## config.mk

```make
export PLATFORM = sky130hd
export DESIGN_NAME = elevator_plant
export DESIGN_NICKNAME = d
export VERILOG_FILES = /design/src/rtl/elevator_pkg.sv /design/src/rtl/bounded_updown_counter.sv /design/src/rtl/elevator_plant.sv
export SDC_FILE = /design/constraint.sdc
export NUM_CORES = 1
export LEC_CHECK = 0
export CORE_UTILIZATION = 30
export CTS_BUF_LIST = sky130_fd_sc_hd__clkbuf_4 sky130_fd_sc_hd__clkbuf_8 sky130_fd_sc_hd__clkbuf_16
export CTS_CLUSTER_SIZE = 25
export DETAILED_ROUTE_END_ITERATION = 8
export GPL_TIMING_DRIVEN = 0
export HOLD_SLACK_MARGIN = 0.05
export PLACE_DENSITY_LB_ADDON = 0.1
export SLEW_MARGIN = 20
export SYNTH_ARGS = -nofsm -noshare
export SYNTH_HDL_FRONTEND = slang
export SYNTH_SLANG_ARGS = --single-unit
```

## constraint.sdc

```tcl
create_clock -name clk -period 5.7 [get_ports clk]
set_input_delay 0.855 -clock clk [delete_from_list [all_inputs] [get_ports clk]]
set_output_delay 0.855 -clock clk [all_outputs]
set_load 0.01 [all_outputs]
```

## src/rtl/elevator_pkg.sv

```systemverilog
// Shared encodings for the elevator controller and its cab/shaft/door plant model.
// Command and sensor codes plus fault-bit positions live here so both sides agree.
package elevator_pkg;

  localparam logic [1:0] ENG_STOP    = 2'b00;
  localparam logic [1:0] ENG_UP      = 2'b01;
  localparam logic [1:0] ENG_DOWN    = 2'b10;
  localparam logic [1:0] ENG_ILLEGAL = 2'b11;

  localparam logic [1:0] DOOR_HOLD    = 2'b00;
  localparam logic [1:0] DOOR_OPEN    = 2'b01;
  localparam logic [1:0] DOOR_CLOSE   = 2'b10;
  localparam logic [1:0] DOOR_ILLEGAL = 2'b11;

  localparam logic [1:0] SDOOR_CLOSED = 2'b10;
  localparam logic [1:0] SDOOR_OPEN   = 2'b01;
  localparam logic [1:0] SDOOR_MOVING = 2'b00;

  localparam int FAULT_INTERLOCK  = 0;
  localparam int FAULT_OVERTRAVEL = 1;
  localparam int FAULT_ILLEGAL    = 2;

  // The 11 encoding of either command bus behaves as "do nothing" for that cycle.
  function automatic logic [1:0] sanitize_cmd(input logic [1:0] cmd);
    return (cmd == 2'b11) ? 2'b00 : cmd;
  endfunction

endpackage

```

## src/rtl/bounded_updown_counter.sv

```systemverilog
// Saturating up/down counter over [0, MAX] with registered end-of-range flags.
// The flags are computed from the next value so they stay aligned with the count itself.
module bounded_updown_counter #(
  parameter int MAX = 10,
  parameter int W   = 4
) (
  input  logic         clk,
  input  logic         reset,
  input  logic         inc,
  input  logic         dec,
  input  logic         hold,
  output logic [W-1:0] value,
  output logic         at_min,
  output logic         at_max
);

  localparam logic [W-1:0] MAX_V = W'(MAX);

  logic [W-1:0] value_q, value_d;
  logic         at_min_q, at_min_d;
  logic         at_max_q, at_max_d;

  always_comb begin
    value_d = value_q;
    if (!hold) begin
      if (inc && !dec && (value_q != MAX_V)) begin
        value_d = value_q + 1'b1;
      end else if (dec && !inc && (value_q != '0)) begin
        value_d = value_q - 1'b1;
      end
    end
    at_min_d = (value_d == '0);
    at_max_d = (value_d == MAX_V);
  end

  always_ff @(posedge clk) begin
    if (!reset) begin
      value_q  <= '0;
      at_min_q <= 1'b1;
      at_max_q <= 1'b0;
    end else begin
      value_q  <= value_d;
      at_min_q <= at_min_d;
      at_max_q <= at_max_d;
    end
  end

  assign value  = value_q;
  assign at_min = at_min_q;
  assign at_max = at_max_q;

endmodule

```

## src/rtl/elevator_plant.sv

```systemverilog
// Cab/shaft/door plant: turns engine and door commands into cab motion, door travel,
// arrival pulses and door sensors, while enforcing interlocks and latching misuse faults.
module elevator_plant
  import elevator_pkg::*;
#(
  parameter int FLOORS        = 8,
  parameter int FLOOR_W       = 3,
  parameter int TRAVEL_CYCLES = 20,
  parameter int DOOR_CYCLES   = 10,
  parameter int START_FLOOR   = 0
) (
  input  logic               clk,
  input  logic               reset,
  input  logic [1:0]         engine,
  input  logic [1:0]         door,
  output logic               sensor_up,
  output logic               sensor_down,
  output logic [1:0]         sensor_door,
  output logic [FLOOR_W-1:0] cab_floor,
  output logic               at_floor,
  output logic [2:0]         fault
);

  localparam int SUB_W  = $clog2(TRAVEL_CYCLES);
  localparam int DOOR_W = $clog2(DOOR_CYCLES + 1);

  localparam logic [SUB_W-1:0]   SUB_LAST  = SUB_W'(TRAVEL_CYCLES - 1);
  localparam logic [SUB_W-1:0]   SUB_ONE   = SUB_W'(1);
  localparam logic [FLOOR_W-1:0] TOP_FLOOR = FLOOR_W'(FLOORS - 1);
  localparam logic [FLOOR_W-1:0] RST_FLOOR = FLOOR_W'(START_FLOOR);

  logic [FLOOR_W-1:0] cab_floor_q, cab_floor_d;
  logic [SUB_W-1:0]   sub_q, sub_d;
  logic               at_floor_q, at_floor_d;
  logic               sensor_up_q, sensor_up_d;
  logic               sensor_down_q, sensor_down_d;
  logic [2:0]         fault_q, fault_d;

  logic [1:0]        eng_cmd, door_cmd;
  logic              illegal, eng_req, door_req;
  logic              door_closed, overtravel, door_ok, move_ok, interlock;
  logic              door_inc, door_dec;
  logic [DOOR_W-1:0] door_pos;
  logic              door_at_min, door_at_max;

  // Command qualification: a door move and an engine move in the same cycle cancel each other.
  always_comb begin
    eng_cmd     = sanitize_cmd(engine);
    door_cmd    = sanitize_cmd(door);
    illegal     = (engine == ENG_ILLEGAL) || (door == DOOR_ILLEGAL);
    eng_req     = (eng_cmd != ENG_STOP);
    door_req    = (door_cmd != DOOR_HOLD);
    door_closed = (door_pos == '0);
    overtravel  = at_floor_q &&
                  (((eng_cmd == ENG_UP) && (cab_floor_q == TOP_FLOOR)) ||
                   ((eng_cmd == ENG_DOWN) && (cab_floor_q == '0)));
    door_ok     = door_req && at_floor_q && !eng_req;
    move_ok     = eng_req && door_closed && !door_req && !overtravel;
    interlock   = (eng_req && !door_closed) || (door_req && !door_ok);
    door_inc    = door_ok && (door_cmd == DOOR_OPEN);
    door_dec    = door_ok && (door_cmd == DOOR_CLOSE);
  end

  // Going down from a floor, the cab is immediately "below" it, so the floor index drops first.
  always_comb begin
    cab_floor_d   = cab_floor_q;
    sub_d         = sub_q;
    sensor_up_d   = 1'b0;
    sensor_down_d = 1'b0;
    if (move_ok && (eng_cmd == ENG_UP)) begin
      if (sub_q == SUB_LAST) begin
        cab_floor_d = cab_floor_q + 1'b1;
        sub_d       = '0;
        sensor_up_d = 1'b1;
      end else begin
        sub_d = sub_q + 1'b1;
      end
    end else if (move_ok && (eng_cmd == ENG_DOWN)) begin
      if (sub_q == '0) begin
        cab_floor_d = cab_floor_q - 1'b1;
        sub_d       = SUB_LAST;
      end else begin
        sub_d = sub_q - 1'b1;
        if (sub_q == SUB_ONE) begin
          sensor_down_d = 1'b1;
        end
      end
    end
    at_floor_d = (sub_d == '0);
    fault_d    = fault_q;
    fault_d[FAULT_INTERLOCK]  = fault_q[FAULT_INTERLOCK] | interlock;
    fault_d[FAULT_OVERTRAVEL] = fault_q[FAULT_OVERTRAVEL] | overtravel;
    fault_d[FAULT_ILLEGAL]    = fault_q[FAULT_ILLEGAL] | illegal;
  end

  always_ff @(posedge clk) begin
    if (!reset) begin
      cab_floor_q   <= RST_FLOOR;
      sub_q         <= '0;
      at_floor_q    <= 1'b1;
      sensor_up_q   <= 1'b0;
      sensor_down_q <= 1'b0;
      fault_q       <= '0;
    end else begin
      cab_floor_q   <= cab_floor_d;
      sub_q         <= sub_d;
      at_floor_q    <= at_floor_d;
      sensor_up_q   <= sensor_up_d;
      sensor_down_q <= sensor_down_d;
      fault_q       <= fault_d;
    end
  end

  bounded_updown_counter #(
    .MAX (DOOR_CYCLES),
    .W   (DOOR_W)
  ) u_door (
    .clk    (clk),
    .reset  (reset),
    .inc    (door_inc),
    .dec    (door_dec),
    .hold   (!door_ok),
    .value  (door_pos),
    .at_min (door_at_min),
    .at_max (door_at_max)
  );

  assign sensor_up   = sensor_up_q;
  assign sensor_down = sensor_down_q;
  assign sensor_door = {door_at_min, door_at_max};
  assign cab_floor   = cab_floor_q;
  assign at_floor    = at_floor_q;
  assign fault       = fault_q;

endmodule

```

Word level (Yosys, flattened, before mapping)

Cells that the tools add are included.

Add/subtract/negate cells: 6
Equality and inequality tests: 12
Mux-type cells: 15
Bitwise logic cells: 5
Reductions and logical operators: 41

Operators with widths:

| cell                                                                | count |
|---|---|
| 5-bit 2-to-1 mux                                                    | 4 |
| 1-bit logical AND                                                   | 18 |
| 3-bit 2-to-1 mux                                                    | 4 |
| 4-bit 2-to-1 mux                                                    | 3 |
| 5-bit zero test                                                     | 2 |
| 2-bit == test (second input constant)                               | 4 |
| 4-bit zero test                                                     | 2 |
| 2-bit nonzero test                                                  | 4 |
| 1-bit zero test                                                     | 7 |
| 5-bit by 1-bit adder with 5-bit output (second input constant)      | 1 |
| 5-bit by 1-bit == test with 1-bit output (second input constant)    | 1 |
| 5-bit == test (second input constant)                               | 1 |
| 5-bit by 1-bit subtractor with 5-bit output (second input constant) | 1 |
| 4-bit by 1-bit adder with 4-bit output (second input constant)      | 1 |
| 2-bit by 1-bit == test with 1-bit output (second input constant)    | 2 |
| 4-bit == test (second input constant)                               | 1 |
| 2-bit 2-to-1 mux                                                    | 2 |
| 4-bit != test (second input constant)                               | 1 |
| 4-bit nonzero test                                                  | 1 |
| 4-bit OR reduction                                                  | 1 |
| 4-bit by 1-bit subtractor with 4-bit output (second input constant) | 1 |
| 3-bit by 1-bit adder with 3-bit output (second input constant)      | 1 |
| 3-bit == test (second input constant)                               | 1 |
| 3-bit zero test                                                     | 1 |
| 8 further kinds                                                     | 14 |

Register bits: 20
Input port bits: 6
Output and inout port bits: 11

Logic depth before layout (Yosys ltp)

Depth after elaboration: 13
Gate-level depth with buffers: 13

By module

Synthesis repeated with hierarchy kept, for this count alone.

Cells, all modules: 164
Area total of the unflattened synthesis: 1441.4 um^2

By module, submodules not included:

| module                 | times used | cells an instance | area each (um^2) |
|---|---|---|---|
| elevator_plant         | 1          | 120               | 1007.2 |
| bounded_updown_counter | 1          | 44                | 434.2 |

Worst setup path before layout

OpenSTA, ideal clock, no wires.

Kind: input to register
Start: input engine[1]
End: register cab_floor_q[2] (netlist: cab_floor[2])
Setup time: 0.115 ns
Data arrival time: 2.890 ns
Data required time: 5.585 ns
Setup slack: 2.695 ns
Cell stages on the path: 13
Path buffers: 1
Cell sequence: inv_1 ha_1 and4_1 o21ai_4 and2_1 buf_6 nand2_1 xor2_1 ha_1 a311oi_1 o21ai_1 xnor2_1 and2_1

Word-level cells in the longest chain between the ends: 11

RTL lines:

| what                                                                                            | line                                       | source |
|---|---|---|
| from (decl)                                                                                     | elevator_plant.sv:14                       | `input logic [1:0] engine,` |
| 2-bit == test                                                                                   | elevator_pkg.sv:25                         | `return (cmd == 2'b11) ? 2'b00 : cmd;` |
| 2-bit 2-to-1 mux *                                                                              | elevator_pkg.sv:25                         |  |
| 2-bit by 1-bit == test with 1-bit output or 2-bit == test (tied branches)                       | -                                          |  |
| 1-bit logical AND (on tied branches)                                                            | elevator_plant.sv:55, elevator_plant.sv:56 |  |
| 1-bit logical OR                                                                                | elevator_plant.sv:55                       | `(((eng_cmd == ENG_UP) && (cab_floor_q == TOP_FLOOR)) \|\|` |
| 1-bit logical AND                                                                               | elevator_plant.sv:54                       | `overtravel = at_floor_q &&` |
| 1-bit zero test                                                                                 | elevator_plant.sv:58                       | `move_ok = eng_req && door_closed && !door_req && !overtravel;` |
| 1-bit logical AND                                                                               | elevator_plant.sv:58                       |  |
| 1-bit logical AND (on tied branches)                                                            | elevator_plant.sv:70, elevator_plant.sv:78 |  |
| 2-bit by 1-bit != test with 1-bit output (no source line) or 2-bit nonzero test (tied branches) | -                                          |  |
| 3-bit AND reduction (no source line)                                                            | -                                          |  |
| to (signal assigned)                                                                            | elevator_plant.sv:105                      | `cab_floor_q <= cab_floor_d;` |
| to (decl)                                                                                       | elevator_plant.sv:32                       | `logic [FLOOR_W-1:0] cab_floor_q, cab_floor_d;` |

Mark *: on every way between the ends. The rest lies on a longest branch, timed or not.
A chain may end at the register's enable or synchronous reset.

Worst setup path in the final report

Same ends and word-level chain as after synthesis.

==> impl_metrics.sql <==
INSERT INTO impl_metrics (metric_group, metric, value, unit) VALUES
('placement', 'detailedPlacementHpwl', '2510', 'um'),
('synth', 'synth.area.top_cells', 'sky130_fd_sc_hd__dfxtp_1 (27%), sky130_fd_sc_hd__ha_1 (11%), sky130_fd_sc_hd__nor2_1 (3.8%)', ''),
('timing', 'final_hold_viol_count', '0', ''),
('timing', 'timing.fmax', '282.4', 'MHz'),
('flow_run', 'max_cap_violations', '0', ''),
('timing', 'tns', '0', 'ns'),
('cts', 'clk_pin_slew', '0.08', 'ns'),
('grt', 'grt_pass1_wl', '5782', 'um'),
('synth', 'postSynthRegisterBits', '20', ''),
('cts', 'cts.repair.resized', '0', ''),
('cts', 'cts.sinks', '20', ''),
('timing', 'final_max_slew_viol_count', '0', ''),
('die', 'initial_cell_density_of_the_core', '31.58', '%'),
('synth', 'sequential_to_total_area_share_from_yosys_stat', '26.67', '%'),
('worst_setup_path', 'r2r.worst_path.cells', '13', ''),
('timing', 'worst_slack', '2.158', 'ns'),
('synth', 'async_flop_share', '0', '%'),
('grt', 'globalRouteOverflowTotal', '0', ''),
('timing', 'final-setup-viol-count', '0', ''),
('final_layout', 'area_growth_syn_to_layout', '21.00', '%'),
('worst_hold_path', 'min-delay-start', 'fault[0]', ''),
('final_layout', 'fillerInstances', '513', ''),
('worst_setup_path', 'worstSetupStartpoint', 'engine[1]', ''),
('worst_setup_path', 'r2r_setup_slack', '2.84', 'ns'),
('route', 'first_iter_violations', '77', ''),
('power_and_ir_drop', 'netSwitchingPower', '0.0001174', 'W'),
('grt', 'grt_start_max_net_pins', '13', ''),
('grt', 'grtUsageTotal', '13.89', '%'),
('worst_hold_path', 'worstHoldPathCells', '2', ''),
('die', 'core_region_area', '0.004755', 'sq mm'),
('route', 'routedWlPerCell', '12.93', 'um'),
('cts', 'cts.root.buffer_cell', 'sky130_fd_sc_hd__clkbuf_8', ''),
('final_layout', 'finalNetCount', '213', ''),
('cts', 'post_cts_hold_buffer_count', '0', ''),
('placement', 'detailedPlace.worstSlack', '1.895', 'ns'),
('synth', 'ys_types', '58', ''),
('status', 'status', 'complete, no violations', ''),
('cts', 'cts_tree', 'done', ''),
('cts', 'clockBufferDepth', '2', ''),
('worst_setup_path', 'path_delay_family', 'simple AND/OR/NAND/NOR gates', ''),
('worst_hold_path', 'worst_hold_path_endpoint', 'fault[0]', ''),
('power_and_ir_drop', 'power.share.sequential', '39.0', '%'),
('cts', 'insertion_delay', '0.26', 'ns'),
('synth', 'synth_top_area_share', '26.67', '%'),
('power_and_ir_drop', 'irDropWorstVdd', '0.00008906', 'V'),
('synth', 'synth_fp_nets', '192', ''),
('route', 'drt_pre_antenna_iters', '4', ''),
('final_layout', 'final_core_utilization', '38.21', '%'),
('power_and_ir_drop', 'internal_power', '0.0002906', 'W'),
('final_layout', 'antenna_diodes', '0', ''),
('worst_setup_path', 'cp.required', '5.86', 'ns'),
('cts', 'cts.htree.levels', '1', ''),
('route', 'route.vias.total', '1311', ''),
('worst_setup_path', 'regToRegEndpoint', 'cab_floor[2]', ''),
('grt', 'first_global_vias', '1261', ''),
('die', 'design.die.area', '0.005292', 'sq mm'),
('route', 'detail_route.drc_violations', '0', ''),
('synth', 'synth_cells', '173', ''),
('timing', 'finalWorstPathRequiredPeriod', '3.542', 'ns'),
('power_and_ir_drop', 'sw_frac_of_total', '28.77', '%'),
('timing', 'timing.clock.skew', '0.007494', 'ns'),
('timing', 'slew_headroom', '55.75', '%'),
('worst_setup_path', 'cp-end-kind', 'flop', ''),
('synth', 'synthesis.area_per_instance', '8.679', 'sq um'),
('power_and_ir_drop', 'power.share.combinational', '25.1', '%'),
('power_and_ir_drop', 'power_frac_clock', '35.9', '%'),
('die', 'floorplan.rows', '25', ''),
('worst_hold_path', 'timing.hold.worst.class', 'flop to flop', ''),
('worst_setup_path', 'start_kind', 'input pin', ''),
('die', 'die_height', '72.75', 'um'),
('power_and_ir_drop', 'static-leakage-power', '0.7550', 'nW');
-- cell families after synthesis --
kind of cell	count (synthesis)	share of synthesized area [%]
AOI/OAI and AO/OA	39	20.25
xor gates and xnor gates	4	2.334
adders and majority gates	13	10.83
buffers and inverters	25	10.42
DFF	20	26.67
muxes	3	2.083
and+or+nand+nor	69	27.42
-- worst max path at each step --
stage / to
6_report: cab_floor[2]
5_1_grt: cab_floor[2]
4_1_cts: cab_floor[2]
3_5_place_dp: cab_floor[2]
3_3_place_gp: cab_floor[2]
2_1_floorplan: cab_floor[2]
-- worst register-to-register path, stage by stage (launching register included) --
cell                       delay (ns)
sky130_fd_sc_hd__dfxtp_1         0.35
sky130_fd_sc_hd__inv_1           0.15
sky130_fd_sc_hd__ha_1            0.23
sky130_fd_sc_hd__or3b_1          0.40
sky130_fd_sc_hd__nor3b_2         0.22
sky130_fd_sc_hd__and2_1          0.17
sky130_fd_sc_hd__buf_6           0.14
sky130_fd_sc_hd__nand2_1         0.10
sky130_fd_sc_hd__xor2_1          0.15
sky130_fd_sc_hd__ha_1            0.20
sky130_fd_sc_hd__a311oi_1        0.24
sky130_fd_sc_hd__o21ai_1         0.12
sky130_fd_sc_hd__xnor2_1         0.13
sky130_fd_sc_hd__and2_1          0.15
-- power by group through the flow --
stage	registers (W)	logic, W	clock network (W)
2_1_floorplan	0.000162	0.0000685	0
3_3_place_gp	0.000162	0.000102	0
3_5_place_dp	0.000162	0.000102	0
4_1_cts	0.000159	0.000103	0.000150
5_1_grt	0.000161	0.000112	0.000157
6_report	0.000159	0.000102	0.000147
-- area by class of cell --
class | count | area [sq um] | share of cell area [%]
Buffer | 10 | 100.1 | 5.510
Clock buffer | 3 | 41.29 | 2.273
Clock inverter | 1 | 30.03 | 1.653
Inverter | 15 | 56.30 | 3.099
Multi-Input combinational cell | 128 | 944.7 | 52.00
Sequential cell | 20 | 400.4 | 22.04
Tap cell | 67 | 83.83 | 4.614
Timing Repair Buffer | 16 | 160.2 | 8.815
-- per-stage QoR --
| step | hold WS [ns] | instance area (sq um) | std cells | power (W) |
|---|---|---|---|---|
| global route | 0.5294 | 1817 | 260 | 0.0004302 |
| global placement | 0.4596 | 1745 | 256 | 0.0002639 |
| CTS | 0.4935 | 1817 | 260 | 0.0004121 |
| finish | 0.4866 | 1817 | 260 | 0.0004080 |
| floorplan | 0.5022 | 1501 | 173 | 0.0002306 |
| detailed placement | 0.4647 | 1745 | 256 | 0.0002639 |
-- sequential cells by signal, summed over array words and instances, names as in the netlist --
name	cells
at_floor	1
cab_floor	3
fault	3
sensor_down	1
sensor_up	1
sub_q	5
u_door.at_max	1
u_door.at_min	1
u_door.value	4
-- cell usage after synthesis, types with 2 or more instances --
library cell,count
sky130_fd_sc_hd__a21oi_1,5
sky130_fd_sc_hd__a311oi_1,2
sky130_fd_sc_hd__a31oi_1,5
sky130_fd_sc_hd__and2_1,6
sky130_fd_sc_hd__and4_1,4
sky130_fd_sc_hd__buf_4,3
sky130_fd_sc_hd__buf_6,3
sky130_fd_sc_hd__clkbuf_8,2
sky130_fd_sc_hd__dfxtp_1,20
sky130_fd_sc_hd__ha_1,13
sky130_fd_sc_hd__inv_1,14
sky130_fd_sc_hd__mux2i_1,2
sky130_fd_sc_hd__nand2_1,10
sky130_fd_sc_hd__nand3_1,10
sky130_fd_sc_hd__nor2_1,15
sky130_fd_sc_hd__nor2b_1,3
sky130_fd_sc_hd__nor3_1,3
sky130_fd_sc_hd__nor3b_1,2
sky130_fd_sc_hd__nor4b_1,3
sky130_fd_sc_hd__o211ai_1,2
sky130_fd_sc_hd__o21ai_0,5
sky130_fd_sc_hd__o22ai_1,2
sky130_fd_sc_hd__or3_1,2
sky130_fd_sc_hd__xnor2_1,2
sky130_fd_sc_hd__xor2_1,2
-- placed cells by master (no fill, tap or decap), types with 4 or more instances in the layout --
master,netlist,final
sky130_fd_sc_hd__a21oi_1,5,5
sky130_fd_sc_hd__a31oi_1,5,5
sky130_fd_sc_hd__and2_1,6,6
sky130_fd_sc_hd__and4_1,4,4
sky130_fd_sc_hd__clkbuf_8,2,5
sky130_fd_sc_hd__clkdlybuf4s50_1,0,16
sky130_fd_sc_hd__dfxtp_1,20,20
sky130_fd_sc_hd__ha_1,13,13
sky130_fd_sc_hd__inv_1,14,14
sky130_fd_sc_hd__nand2_1,10,10
sky130_fd_sc_hd__nand3_1,10,10
sky130_fd_sc_hd__nor2_1,15,15
sky130_fd_sc_hd__o21ai_0,5,5
-- metal layers --
metal	wire length [um]	GRT usage, %
met2	1456	21.91
met5	0	0
met1	1726	18.92
met3	106	2.486
met4	72	5.011
Note: power is estimated with default switching activity, not from simulation.
